$ cat config.mk
export PLATFORM = sky130hd
export DESIGN_NAME = c_seq_arbiter
export DESIGN_NICKNAME = d
export VERILOG_FILES = /design/src/rtl/c_seq_arbiter.sv
export SDC_FILE = /design/constraint.sdc
export NUM_CORES = 1
export LEC_CHECK = 0
export CAP_MARGIN = 20
export CORE_ASPECT_RATIO = 1.4
export CORE_MARGIN = 2
export CORE_UTILIZATION = 40
export CTS_BUF_LIST = sky130_fd_sc_hd__clkbuf_4 sky130_fd_sc_hd__clkbuf_8 sky130_fd_sc_hd__clkbuf_16
export CTS_CLUSTER_SIZE = 28
export DETAILED_ROUTE_END_ITERATION = 10
export PLACE_DENSITY = 0.76
export SLEW_MARGIN = 20
export SYNTH_ARGS = -nofsm -noshare
export SYNTH_HDL_FRONTEND = slang
export SYNTH_SLANG_ARGS = --single-unit
export TNS_END_PERCENT = 20
$ cat constraint.sdc
create_clock -name clk -period 2.5 [get_ports clk]
set_clock_uncertainty 0.15 [all_clocks]
set_input_delay 0.375 -clock clk [delete_from_list [all_inputs] [get_ports clk]]
set_output_delay 0.375 -clock clk [all_outputs]
set_load 0.005 [all_outputs]
$ cat src/rtl/c_seq_arbiter.sv
// ---------------------------------------------------------------------------
// c_seq_arbiter
// Round-robin arbiter/sequencer that shares one Gold-sequence generator
// (c_seq_gen_control) between NREQ requesters. The winner's c_init, threshold
// and word count are latched, the generator is started, and the generator's
// NGEN-bit word stream is forwarded to the granted requester under its get
// handshake until the requested number of words has been delivered.
//
// Optional feature macro: C_SEQ_ARB_TIMEOUT_EN
//   When defined, an o_timeout output and a WAIT-state watchdog are added. If
//   no m_valid is seen TIMEOUT cycles after m_start, the transaction is
//   closed with a normal s_done pulse and o_timeout is set sticky.
//
// Ports
//   clk, rst_n    : clock (rising edge), asynchronous active-low reset
//   s_req         : per-requester request level (sampled only in IDLE)
//   s_init        : per-requester 31-bit c_init, slice k = [31k+30:31k]
//   s_threshold   : per-requester 16-bit generator threshold
//   s_len         : per-requester word count (LEN_W bits each)
//   s_get         : per-requester word pull
//   s_grant       : one-hot grant, START through DONE
//   s_valid       : word available to the granted requester
//   s_data        : word broadcast, meaningful only with s_valid
//   s_done        : one-cycle completion pulse
//   m_start       : generator start pulse
//   m_init        : generator c_init
//   m_threshold   : generator threshold
//   m_get         : generator pull
//   m_gen_bit     : generator word
//   m_valid       : generator word valid
//   o_timeout     : (C_SEQ_ARB_TIMEOUT_EN only) sticky WAIT timeout flag
// ---------------------------------------------------------------------------
module c_seq_arbiter #(
   parameter int NREQ    = 2,
   parameter int NGEN    = 2,
   parameter int LEN_W   = 10,
   parameter int TIMEOUT = 4095
) (
`ifdef C_SEQ_ARB_TIMEOUT_EN
   output logic                  o_timeout,
`endif
   input  logic                  clk,
   input  logic                  rst_n,
   input  logic [NREQ-1:0]       s_req,
   input  logic [NREQ*31-1:0]    s_init,
   input  logic [NREQ*16-1:0]    s_threshold,
   input  logic [NREQ*LEN_W-1:0] s_len,
   input  logic [NREQ-1:0]       s_get,
   output logic [NREQ-1:0]       s_grant,
   output logic [NREQ-1:0]       s_valid,
   output logic [NGEN-1:0]       s_data,
   output logic [NREQ-1:0]       s_done,
   output logic                  m_start,
   output logic [30:0]           m_init,
   output logic [15:0]           m_threshold,
   output logic                  m_get,
   input  logic [NGEN-1:0]       m_gen_bit,
   input  logic                  m_valid
);

   localparam int IDX_W = (NREQ > 1) ? $clog2(NREQ) : 1;

   typedef enum logic [2:0] {
      S_IDLE   = 3'd0,
      S_START  = 3'd1,
      S_WAIT   = 3'd2,
      S_STREAM = 3'd3,
      S_DONE   = 3'd4
   } state_t;

   state_t           r_state;
   state_t           w_state_nxt;
   logic [IDX_W-1:0] r_idx;
   logic [IDX_W-1:0] r_ptr;
   logic [30:0]      r_init;
   logic [15:0]      r_thr;
   logic [LEN_W-1:0] r_len;
   logic [LEN_W-1:0] r_cnt;

   logic [30:0]      w_init_arr [NREQ];
   logic [15:0]      w_thr_arr  [NREQ];
   logic [LEN_W-1:0] w_len_arr  [NREQ];

   logic             w_sel_found;
   logic [IDX_W-1:0] w_sel_idx;
   logic [IDX_W:0]   w_rr_sum;
   logic [IDX_W-1:0] w_rr_cand;
   logic [NREQ-1:0]  w_onehot;
   logic             w_get;
   logic             w_timeout_hit;

   // Unpack the flat per-requester buses into indexable arrays.
   for (genvar k = 0; k < NREQ; k++) begin : g_slice
      assign w_init_arr[k] = s_init[31*k +: 31];
      assign w_thr_arr[k]  = s_threshold[16*k +: 16];
      assign w_len_arr[k]  = s_len[LEN_W*k +: LEN_W];
   end

   assign w_onehot    = NREQ'(1) << r_idx;
   assign w_get       = (r_state == S_STREAM) && m_valid && s_get[r_idx];
   assign m_init      = r_init;
   assign m_threshold = r_thr;

   // Round-robin pick: first set request at or after the pointer, wrapping.
   // Scanning offsets high-to-low lets the smallest offset win.
   always_comb begin
      w_sel_found = 1'b0;
      w_sel_idx   = '0;
      w_rr_sum    = '0;
      w_rr_cand   = '0;
      for (int i = NREQ-1; i >= 0; i--) begin
         w_rr_sum = {1'b0, r_ptr} + (IDX_W+1)'(i);
         if (w_rr_sum >= (IDX_W+1)'(NREQ)) begin
            w_rr_sum = w_rr_sum - (IDX_W+1)'(NREQ);
         end else begin
            w_rr_sum = w_rr_sum;
         end
         w_rr_cand = w_rr_sum[IDX_W-1:0];
         if (s_req[w_rr_cand]) begin
            w_sel_found = 1'b1;
            w_sel_idx   = w_rr_cand;
         end else begin
            w_sel_found = w_sel_found;
         end
      end
   end

`ifdef C_SEQ_ARB_TIMEOUT_EN
   localparam int TO_W = $clog2(TIMEOUT + 1);

   logic [TO_W-1:0] r_tcnt;

   // Watchdog fires on the cycle that would be the TIMEOUT-th after m_start.
   assign w_timeout_hit = (r_state == S_WAIT) && !m_valid &&
                          (r_tcnt >= TO_W'(TIMEOUT - 1));

   // Cycles-since-m_start counter and sticky timeout flag.
   always_ff @(posedge clk or negedge rst_n) begin
      if (!rst_n) begin
         r_tcnt    <= '0;
         o_timeout <= 1'b0;
      end else begin
         if (r_state == S_START) begin
            r_tcnt <= TO_W'(1);
         end else if (r_state == S_WAIT) begin
            r_tcnt <= r_tcnt + TO_W'(1);
         end else begin
            r_tcnt <= r_tcnt;
         end
         if (w_timeout_hit) begin
            o_timeout <= 1'b1;
         end else begin
            o_timeout <= o_timeout;
         end
      end
   end
`else
   // Gives TIMEOUT a reader in the build without the watchdog.
   localparam int unused_timeout = TIMEOUT;
   assign w_timeout_hit = 1'b0;
`endif

   // Next-state logic.
   always_comb begin
      w_state_nxt = r_state;
      case (r_state)
         S_IDLE: begin
            if (w_sel_found) begin
               if (w_len_arr[w_sel_idx] == '0) begin
                  w_state_nxt = S_DONE;
               end else begin
                  w_state_nxt = S_START;
               end
            end else begin
               w_state_nxt = S_IDLE;
            end
         end
         S_START: w_state_nxt = S_WAIT;
         S_WAIT: begin
            if (m_valid) begin
               w_state_nxt = S_STREAM;
            end else if (w_timeout_hit) begin
               w_state_nxt = S_DONE;
            end else begin
               w_state_nxt = S_WAIT;
            end
         end
         S_STREAM: begin
            if (w_get && (r_cnt == (r_len - LEN_W'(1)))) begin
               w_state_nxt = S_DONE;
            end else begin
               w_state_nxt = S_STREAM;
            end
         end
         S_DONE:  w_state_nxt = S_IDLE;
         default: w_state_nxt = S_IDLE;
      endcase
   end

   // Output decode; STREAM is a combinational pass-through of the generator.
   always_comb begin
      s_grant = '0;
      s_valid = '0;
      s_data  = '0;
      s_done  = '0;
      m_start = 1'b0;
      m_get   = 1'b0;
      case (r_state)
         S_IDLE: s_grant = '0;
         S_START: begin
            s_grant = w_onehot;
            m_start = 1'b1;
         end
         S_WAIT: s_grant = w_onehot;
         S_STREAM: begin
            s_grant = w_onehot;
            s_valid = m_valid ? w_onehot : '0;
            s_data  = m_gen_bit;
            m_get   = w_get;
         end
         S_DONE: begin
            s_grant = w_onehot;
            s_done  = w_onehot;
         end
         default: s_grant = '0;
      endcase
   end

   // State register, latched transaction parameters, word count and pointer.
   always_ff @(posedge clk or negedge rst_n) begin
      if (!rst_n) begin
         r_state <= S_IDLE;
         r_idx   <= '0;
         r_ptr   <= '0;
         r_init  <= '0;
         r_thr   <= '0;
         r_len   <= '0;
         r_cnt   <= '0;
      end else begin
         r_state <= w_state_nxt;
         case (r_state)
            S_IDLE: begin
               if (w_sel_found) begin
                  r_idx  <= w_sel_idx;
                  r_init <= w_init_arr[w_sel_idx];
                  r_thr  <= w_thr_arr[w_sel_idx];
                  r_len  <= w_len_arr[w_sel_idx];
                  r_cnt  <= '0;
               end else begin
                  r_idx  <= r_idx;
               end
            end
            S_STREAM: begin
               if (w_get) begin
                  r_cnt <= r_cnt + LEN_W'(1);
               end else begin
                  r_cnt <= r_cnt;
               end
            end
            S_DONE: begin
               r_ptr <= (r_idx == IDX_W'(NREQ - 1)) ? '0 : (r_idx + IDX_W'(1));
            end
            default: r_cnt <= r_cnt;
         endcase
      end
   end

endmodule

== After elaboration in Yosys (flattened, before gate mapping) ==
Cells that the tools add are included.
Word-level totals
  flip-flop bits (word level): 72
  bits of input ports: 123
  output and inout port bits: 57
Operators by class
  $add $sub $neg: 6
  $lt $le $gt $ge: 6
  equality and inequality tests: 7
  shifts and indexed selects: 1
  mux-type cells: 37
  bitwise logic cells: 1
  reductions and logical operators: 9
Operator list (number)
  2-to-1 mux 31 bit: 3
  2-to-1 mux 10 bit: 5
  2-to-1 mux 16 bit: 3
  case mux 10 bit (2 select lines): 1
  2-to-1 mux 1 bit: 16
  case mux 3 bit (4 select lines): 1
  adder 10 x 1 -> 10 bit (second input constant): 1
  equality test 10 bit: 1
  zero test 10 bit: 1
  2-to-1 mux 2 bit: 5
  subtractor 10 x 1 -> 10 bit (second input constant): 1
  2-to-1 mux 3 bit: 3
  equality test 3 x 2 -> 1 bit (second input constant): 2
  less-than comparator 1 x 2 -> 1 bit (second input constant): 3
  greater-or-equal comparator 2 bit (second input constant): 2
  != test 2 bit (second input constant): 2
  OR reduction 4 bit: 1
  equality test 3 x 1 -> 1 bit (second input constant): 1
  equality test 3 bit (second input constant): 1
  logical AND 1 bit: 3
  zero test 3 bit: 1
  AND reduction 3 bit: 1
  adder 1 x 1 -> 2 bit (second input constant): 1
  greater-or-equal comparator 1 x 2 -> 1 bit (second input constant): 1
  6 further kinds: 7

== Depth between registers and ports, before layout ==
Gate-level depths: netlist of run 1.
  depth in word-level cells: 15
  depth in mapped cells: 8
  mapped depth without buffers: 7

== Least setup slack after synthesis of run 1 ==
Ideal clock, no wire load.
  kind: register to register
  start point: register r_len[0]
  end point: register r_state[0]
  library setup time: 0.142 ns
  arrival time: 1.830 ns
  required time: 2.208 ns
  slack: 0.378 ns
  cell stages (with the launch flop): 9
  path through: dfrtp_1 -> buf_6 -> inv_1 -> ha_1 -> nor2b_1 -> or3_1 -> a31o_1 -> a2111oi_2 -> o22ai_1
On the way
  cells in the longest elaborated chain, start to end: 5
RTL lines
  from (decl): RTL line 77  | logic [LEN_W-1:0] r_len;
  from (signal assigned): RTL line 247  | r_len <= w_len_arr[w_sel_idx];
  subtractor 10 x 1 -> 10 bit: RTL line 189  | if (w_get && (r_cnt == (r_len - LEN_W'(1)))) begin
  equality test 10 bit: RTL line 189
  logical AND 1 bit: RTL line 189
  2-to-1 mux 3 bit: RTL line 189
  case mux 3 bit (4 select lines): RTL line 166  | case (r_state)
  via w_state_nxt[0]: RTL line 72  | state_t w_state_nxt;
  to (signal assigned): RTL line 240  | r_state <= w_state_nxt;
  to (decl): RTL line 71  | state_t r_state;
The timed path passes the listed nets, and every way through them passes these cells.
A chain may end at the register's enable or synchronous reset.

== Final worst setup path of run 1 ==
  start point: register r_state[2]
  end point: output port m_get
On the way
  cells in the longest elaborated chain, start to end: 4
RTL lines
  equality test 3 x 2 -> 1 bit *: RTL line 100, 208
  logical AND 1 bit (2 in a row): RTL line 100  | assign w_get = (r_state == S_STREAM) && m_valid && s_get[r_idx];
  2-to-1 mux 1 bit *: RTL line 208  | case (r_state)
  to (decl): RTL line 56  | output logic m_get,
Every way passes the cells marked *; elsewhere a longest branch is shown, timed or not.

==> impl_metrics.toml, run 1 <==
[run_status]
outcome = "finished clean"

[power]
netSwitchingFraction_pct = 22.41
power_switching_mw = 0.7038
power-per-cell-area_nw_per_um2 = 518.0
share_comb_of_total_power_pct = 15.0
ir_drop_mv = 0.3305
p_int_mw = 2.437
p_seq_share_pct = 40.6
power_frac_clock_pct = 44.4
leakagePower_nw = 2.798

[logic_synthesis]
synth_xor_area_share_pct = 3.236
synthDistinctLibCells = 47
synth_adder_area_share_pct = 0.6605
synth-compound-area-share_pct = 14.46
synth_seq_area_share_pct = 47.56
synthSimpleGateAreaFrac_pct = 14.10
synth_warnings = 0
synth_mux_area_share_pct = 15.89
synth_area_um2 = 3789
ys.flop_type = "dfrtp_1"
syn-num-nets = 513
synth-edff-count = 0
syn_inst = 388
synth_top_family_by_area = "multiplexers"
avgSynthCellArea_um2 = 9.765
ys_ff_latch = 72
ys_async_sr_fraction_pct = 100.0

[clock_network]
cts-htree-levels = 3
cts_made_buffers = 9
numClockSinks = 72
cts_tree = "built"
cts_buffer_depth = 2
clk_latency_ns = 0.33
path_clk_slew_ns = 0.05
cts-root-buf = "clkbuf_16"
cts_setup_buffers = 0

[critical_path]
crit_type = "flip-flop to output pin"
worst_path_max_delay_cell = "clkdlybuf4s50_1"
critical-path-top-delay-family = "buffers and inverters"
crit_fanout = 8
slowest_delay_ns = 0.50
cp_num_buf_inv = 2
required_ns = 1.98
crit_arrival_ns = 1.83
crit_chain = "nand4b_1, nor2_1, buf_4, clkdlybuf4s50_1"
end_kind = "output pin"
worstSetupStartpointType = "flip-flop"

[finish]
fin_nets = 690
diodes = 0
syn_to_final_growth_pct = 60.07
drive_gt1_share_pct = 5.975

[floorplanning]
die_height_um = 119.2
die-area_um2 = 10280
rows = 42
start_util_pct = 40.50
die_w_um = 86.25
core_area_um2 = 9354
ios = 180

[sta]
maxSlewHeadroom_pct = 40.42
final-hold-violation-count = 0
rsz0062_at_grt = "false"
finalWorstSetupSlack_ns = 0.1430
setup_viol = 0
finalCritPeriodShare_pct = 94.28
setup_tns_ns = 0
fin_crit_ns = 2.357
slew_viol_final = 0
timing.fmax_ghz = 0.4243
worst-slew-pin-transition_ns = 0.8937

[flow_run]
cap_violations = 0

[routing]
ant_nets = 0
first_pass_iters = 4
drc = 0
wire_per_inst_um = 15.43
routed-via-count = 3449
wl_met3_um = 728
met1Wirelength_um = 3768
drtIter0Drc = 161
wirelength_um = 10480
met2WireLength_um = 5714
avgViaCountPerCell = 5.080
top_layer = "met4"

[global_route]
grt_max_degree = 73
grt_overflow_total = 0
antenna_found_initial = 0
grt_pass1_vias = 3575
grt_pass1_wl_um = 16760
grtUsageTotal_pct = 21.13

[placement]
io_buffers = 179
post-place-ws_ns = 0.1660
hpwl_um = 8035
gp_congestion = 0.8657

[min_path]
hold_path.class = "input pin to asynchronous set/reset pin"
cells in the final DEF, fill, tap and decap left out, drive strengths merged, types with 2 or more instances in the layout:
cell	count
mux2i	59
buf	10
or3	7
nor2	18
xor2	7
o21ai	69
inv	8
o211ai	2
nand2	59
and3	3
xnor2	7
dfrtp	72
clkbuf	12
a31oi	2
nand4	2
a21oi	7
nand3	2
clkdlybuf4s50	178
nor3	4
o2111ai	3
a21o	2
bufinv	2
ha	2
nor2b	3
nor4	8
power by group through the flow:
stage	Combinational, mW	Clock (mW)	Sequential [mW]
2_1_floorplan	0.207	0	1.27
6_report	0.471	1.39	1.28
4_1_cts	0.475	1.43	1.27
3_3_place_gp	0.462	0	1.29
5_1_grt	0.517	1.47	1.28
3_5_place_dp	0.473	0	1.29
through the flow:
| step | power, mW | utilization [%] | std cells | hold WS, ns | cell area, µm² |
|---|---|---|---|---|---|
| CTS | 3.174 | 64.74 | 679 | 0.05141 | 6056 |
| global route | 3.271 | 64.83 | 679 | 0.09084 | 6065 |
| global placement | 1.753 | 61.26 | 664 | 0.3104 | 5731 |
| finish | 3.141 | 64.83 | 679 | 0.005015 | 6065 |
| detailed placement | 1.766 | 61.26 | 664 | 0.3194 | 5731 |
| floorplan | 1.482 | - | 388 | -0.07059 | 3789 |
sequential cells by signal, indices dropped and copies added (netlist names):
signal,flops
m_init,31
m_threshold,16
r_cnt,10
r_idx,1
r_len,10
r_ptr,1
r_state,3
worst register-to-register path: cells and delay by family (launching register included):
family	cells	cell delay (ns)
compound gates	3	0.74
simple gates	2	0.48
flops	1	0.47
fa+ha+maj	1	0.29
buf+inv	1	0.07
cell type report:
class | count | area, µm²
Clock buffer | 12 | 260.3
Clock inverter | 3 | 65.06
Fill cell | 792 | 3289
Inverter | 8 | 30.03
Multi-Input combinational cell | 286 | 1863
Sequential cell | 72 | 1802
Tap cell | 110 | 137.6
Timing Repair Buffer | 188 | 1907
cell usage after synthesis (2+ instances only):
library cell	n	area [µm²]
dfrtp_1	72	1802
o21ai_0	67	335.3
mux2i_1	59	590.6
nand2_1	59	221.5
nor2_1	18	67.56
clkbuf_1	12	45.04
inv_1	8	30.03
a21oi_1	7	35.03
nor4_1	7	43.79
or3_1	7	43.79
xnor2_1	7	61.31
xor2_1	7	61.31
buf_2	4	20.02
buf_6	4	45.04
nor3_1	4	20.02
and3_1	3	18.77
nor2b_1	3	18.77
o2111ai_1	3	26.28
a21o_1	2	15.01
a31oi_1	2	12.51
buf_4	2	15.01
ha_1	2	25.02
nand3_1	2	10.01
nand4_1	2	12.51
o211ai_1	2	15.01
o21ai_1	2	10.01
routing by layer:
metal,vias to the layer above,GRT usage [%]
li1,1735,-
met1,1583,21.25
met2,112,38.57
met3,19,7.207
met4,0,9.180
met5,-,0
cells by family (layout without fill, tap and decap cells):
group           Yosys count  in the layout
mux                      60             60
fa+ha+maj                 2              2
compound gates           96             96
buf+inv                  30            211
xor+xnor                 14             14
simple gates            114            114
flops                    72             72
final timing paths:
check / to / from / cells after the start / slack, ns
setup / recovery: m_get / r_state[2]$_DFF_PN0_ / 4 / 0.14
hold / removal: r_cnt[3]$_DFFE_PN0P_ / rst_n / 1 / 0.005
setup reg to reg: r_state[0]$_DFF_PN0_ / r_len[0]$_DFFE_PN0P_ / 7 / 0.16
hold reg to reg: m_init[19]$_DFFE_PN0P_ / m_init[19]$_DFFE_PN0P_ / 2 / 0.32
max in group asynchronous: r_cnt[0]$_DFFE_PN0P_ / rst_n / 1 / 1.59
min in group clk: m_init[19]$_DFFE_PN0P_ / m_init[19]$_DFFE_PN0P_ / 2 / 0.32
what timing repair did:
item,in CTS,in global routing
setup endpoints to repair,0,4
resized for setup,0,2
hold buffers,0,0
Power figures use the tool's default switching activity.
==> inputs of run 2 (changes only) <==
Settings changed: CORE_UTILIZATION 40 to 41, PLACE_DENSITY 0.76 to 0.77, SLEW_MARGIN 20 to unset.
==> run 2 against run 1 <==
  * Sequential share of layout area rose by 0.23 points
  * Clock-buffer cell count fell by 1
  * Worst setup slack improved by 0.012 ns
  * Global-route usage rose by 0.64 points
  * Total power fell by 4.2%
  * Design area fell by 0.78%
  * First-iteration DRC count fell by 35%
  * Hold slack improved by 0.029 ns
  * Critical path depth did not move
  * Combinational power rose by 3%
  * Via count rose by 2.0%
  * Sequential cell count did not move
==> impl_metrics.toml, run 2 (synthesized netlist as in run 1, its figures left out) <==
[min_path]
hold_path.class = "input pin to asynchronous set/reset pin"

[finish]
regArea_um2 = 1802
largest_reg_flops = 31
diodes = 0
drive_gt1_share_pct = 5.634
layout_common_cells = "178 x clkdlybuf4s50_1, 72 x dfrtp_1, 67 x o21ai_0, 59 x mux2i_1, 59 x nand2_1"
syn_to_final_growth_pct = 58.82
multi_input_area_um2 = 1873
nFillCells = 745
final_common_cell = "clkdlybuf4s50_1"
fin_nets = 689

[floorplanning]
die-area_um2 = 10040
die_height_um = 117.7
start_util_pct = 42.20
core_area_um2 = 8977
die_w_um = 85.24
ios = 180
rows = 41

[clock_network]
cts_setup_buffers = 0
cts_tree = "built"
numClockSinks = 72
clk_latency_ns = 0.32
path_clk_slew_ns = 0.06
cts-root-buf = "clkbuf_16"
cts_buffer_depth = 2
cts_made_buffers = 9
cts-htree-levels = 3

[global_route]
grt_pass1_wl_um = 17320
antenna_found_initial = 0
grt_overflow_total = 0
grtUsageTotal_pct = 21.76
grt_max_degree = 116
grt_pass1_vias = 3677

[sta]
final-hold-violation-count = 0
maxSlewHeadroom_pct = 39.07
worst-slew-pin-transition_ns = 0.9140
slew_viol_final = 0
rsz0062_at_grt = "false"
setup_viol = 0
timing.fmax_ghz = 0.4264
finalCritPeriodShare_pct = 93.80
setup_tns_ns = 0
fin_crit_ns = 2.345

[critical_path]
crit_arrival_ns = 1.82
reg2reg_slack_ns = 0.19
required_ns = 1.98
worstSetupStartpointType = "flip-flop"
end_kind = "output pin"
reg2reg_to = "r_state[1]$_DFF_PN0_"
startpoint = "r_state[0]$_DFF_PN0_"
worst_path_max_delay_cell = "clkdlybuf4s50_1"
slowest_delay_ns = 0.52
crit_type = "flip-flop to output pin"
crit_fanout = 8
reg2reg_from = "r_len[0]$_DFFE_PN0P_"
cp_common_cell = "nor2_1"
crit_chain = "nor2_1, nand2_1, nor2_1, clkdlybuf4s50_1"
reg2reg_depth = 7

[routing]
ant_nets = 0
routed-via-count = 3518
wire_per_inst_um = 15.57
avgViaCountPerCell = 5.212
wirelength_um = 10510
drtIter0Drc = 104
first_pass_iters = 4
drc = 0

[power]
ir_drop_mv = 0.4044
power-per-cell-area_nw_per_um2 = 500.4
total_power_mw = 3.011
leakagePower_nw = 2.773

[placement]
hpwl_um = 7964
io_buffers = 179
gp_congestion = 0.8280

[flow_run]
cap_violations = 0

[run_status]
outcome = "finished clean"
==> run 2: layer usage <==
metal	global-route usage, %	up-vias	share of wire, %
met5	0	-	0
met4	11.21	0	3.2
met3	5.400	27	5.4
met2	39.01	119	54
met1	23.00	1644	37
li1	-	1728	-
==> run 2: worst max-delay path, delay by kind of cell, from the launching register on <==
kind | cells | cell delay (ns)
buf+inv | 1 | 0.52
simple gates | 3 | 0.53
flops | 1 | 0.45
==> run 2: layout make-up <==
| cell class | instances | area share, % |
|---|---|---|
| flip-flops and latches | 72 | 29.94 |
| clock inverters | 4 | 0.7486 |
| well taps | 107 | 2.225 |
| repair buffers | 187 | 31.36 |
| clock buffers | 11 | 4.096 |
| inverters | 8 | 0.4991 |
| multi-input cells | 286 | 31.13 |
==> run 2: where the power goes <==
group / switching [mW] / internal, mW
combinational: 0.181 / 0.303
clock: 0.453 / 0.799
sequential: 0.0667 / 1.21
==> run 2: what timing repair did <==
action,in CTS,in global routing
hold buffers,0,0
resized for setup,0,2
endpoints found under the setup margin,0,3
==> run 2: through the flow <==
| step | utilization [%] | instance area [µm²] | setup slack [ns] | cells | hold WS (ns) |
|---|---|---|---|---|---|
| 6_report | 67.02 | 6017 | 0.1549 | 675 | 0.03417 |
| 5_1_grt | 67.02 | 6017 | 0.003312 | 675 | 0.1085 |
| 4_1_cts | 66.82 | 5998 | 0.1013 | 675 | 0.06459 |
| 3_5_place_dp | 63.57 | 5707 | 0.1318 | 660 | 0.3195 |
| 3_3_place_gp | 63.57 | 5707 | 0.1958 | 660 | 0.3113 |
| 2_1_floorplan | - | 3789 | 0.3776 | 388 | -0.07059 |
==> run 2: worst max path at each step <==
| stage | endpoint | cells after the start |
|---|---|---|
| 4_1_cts | r_state[1]$_DFF_PN0_ | 7 |
| 3_5_place_dp | r_cnt[7]$_DFFE_PN0P_ | 7 |
| 2_1_floorplan | r_state[0]$_DFF_PN0_ | 8 |
| 6_report | s_done[0] | 4 |
| 3_3_place_gp | r_cnt[7]$_DFFE_PN0P_ | 7 |
| 5_1_grt | s_done[0] | 4 |
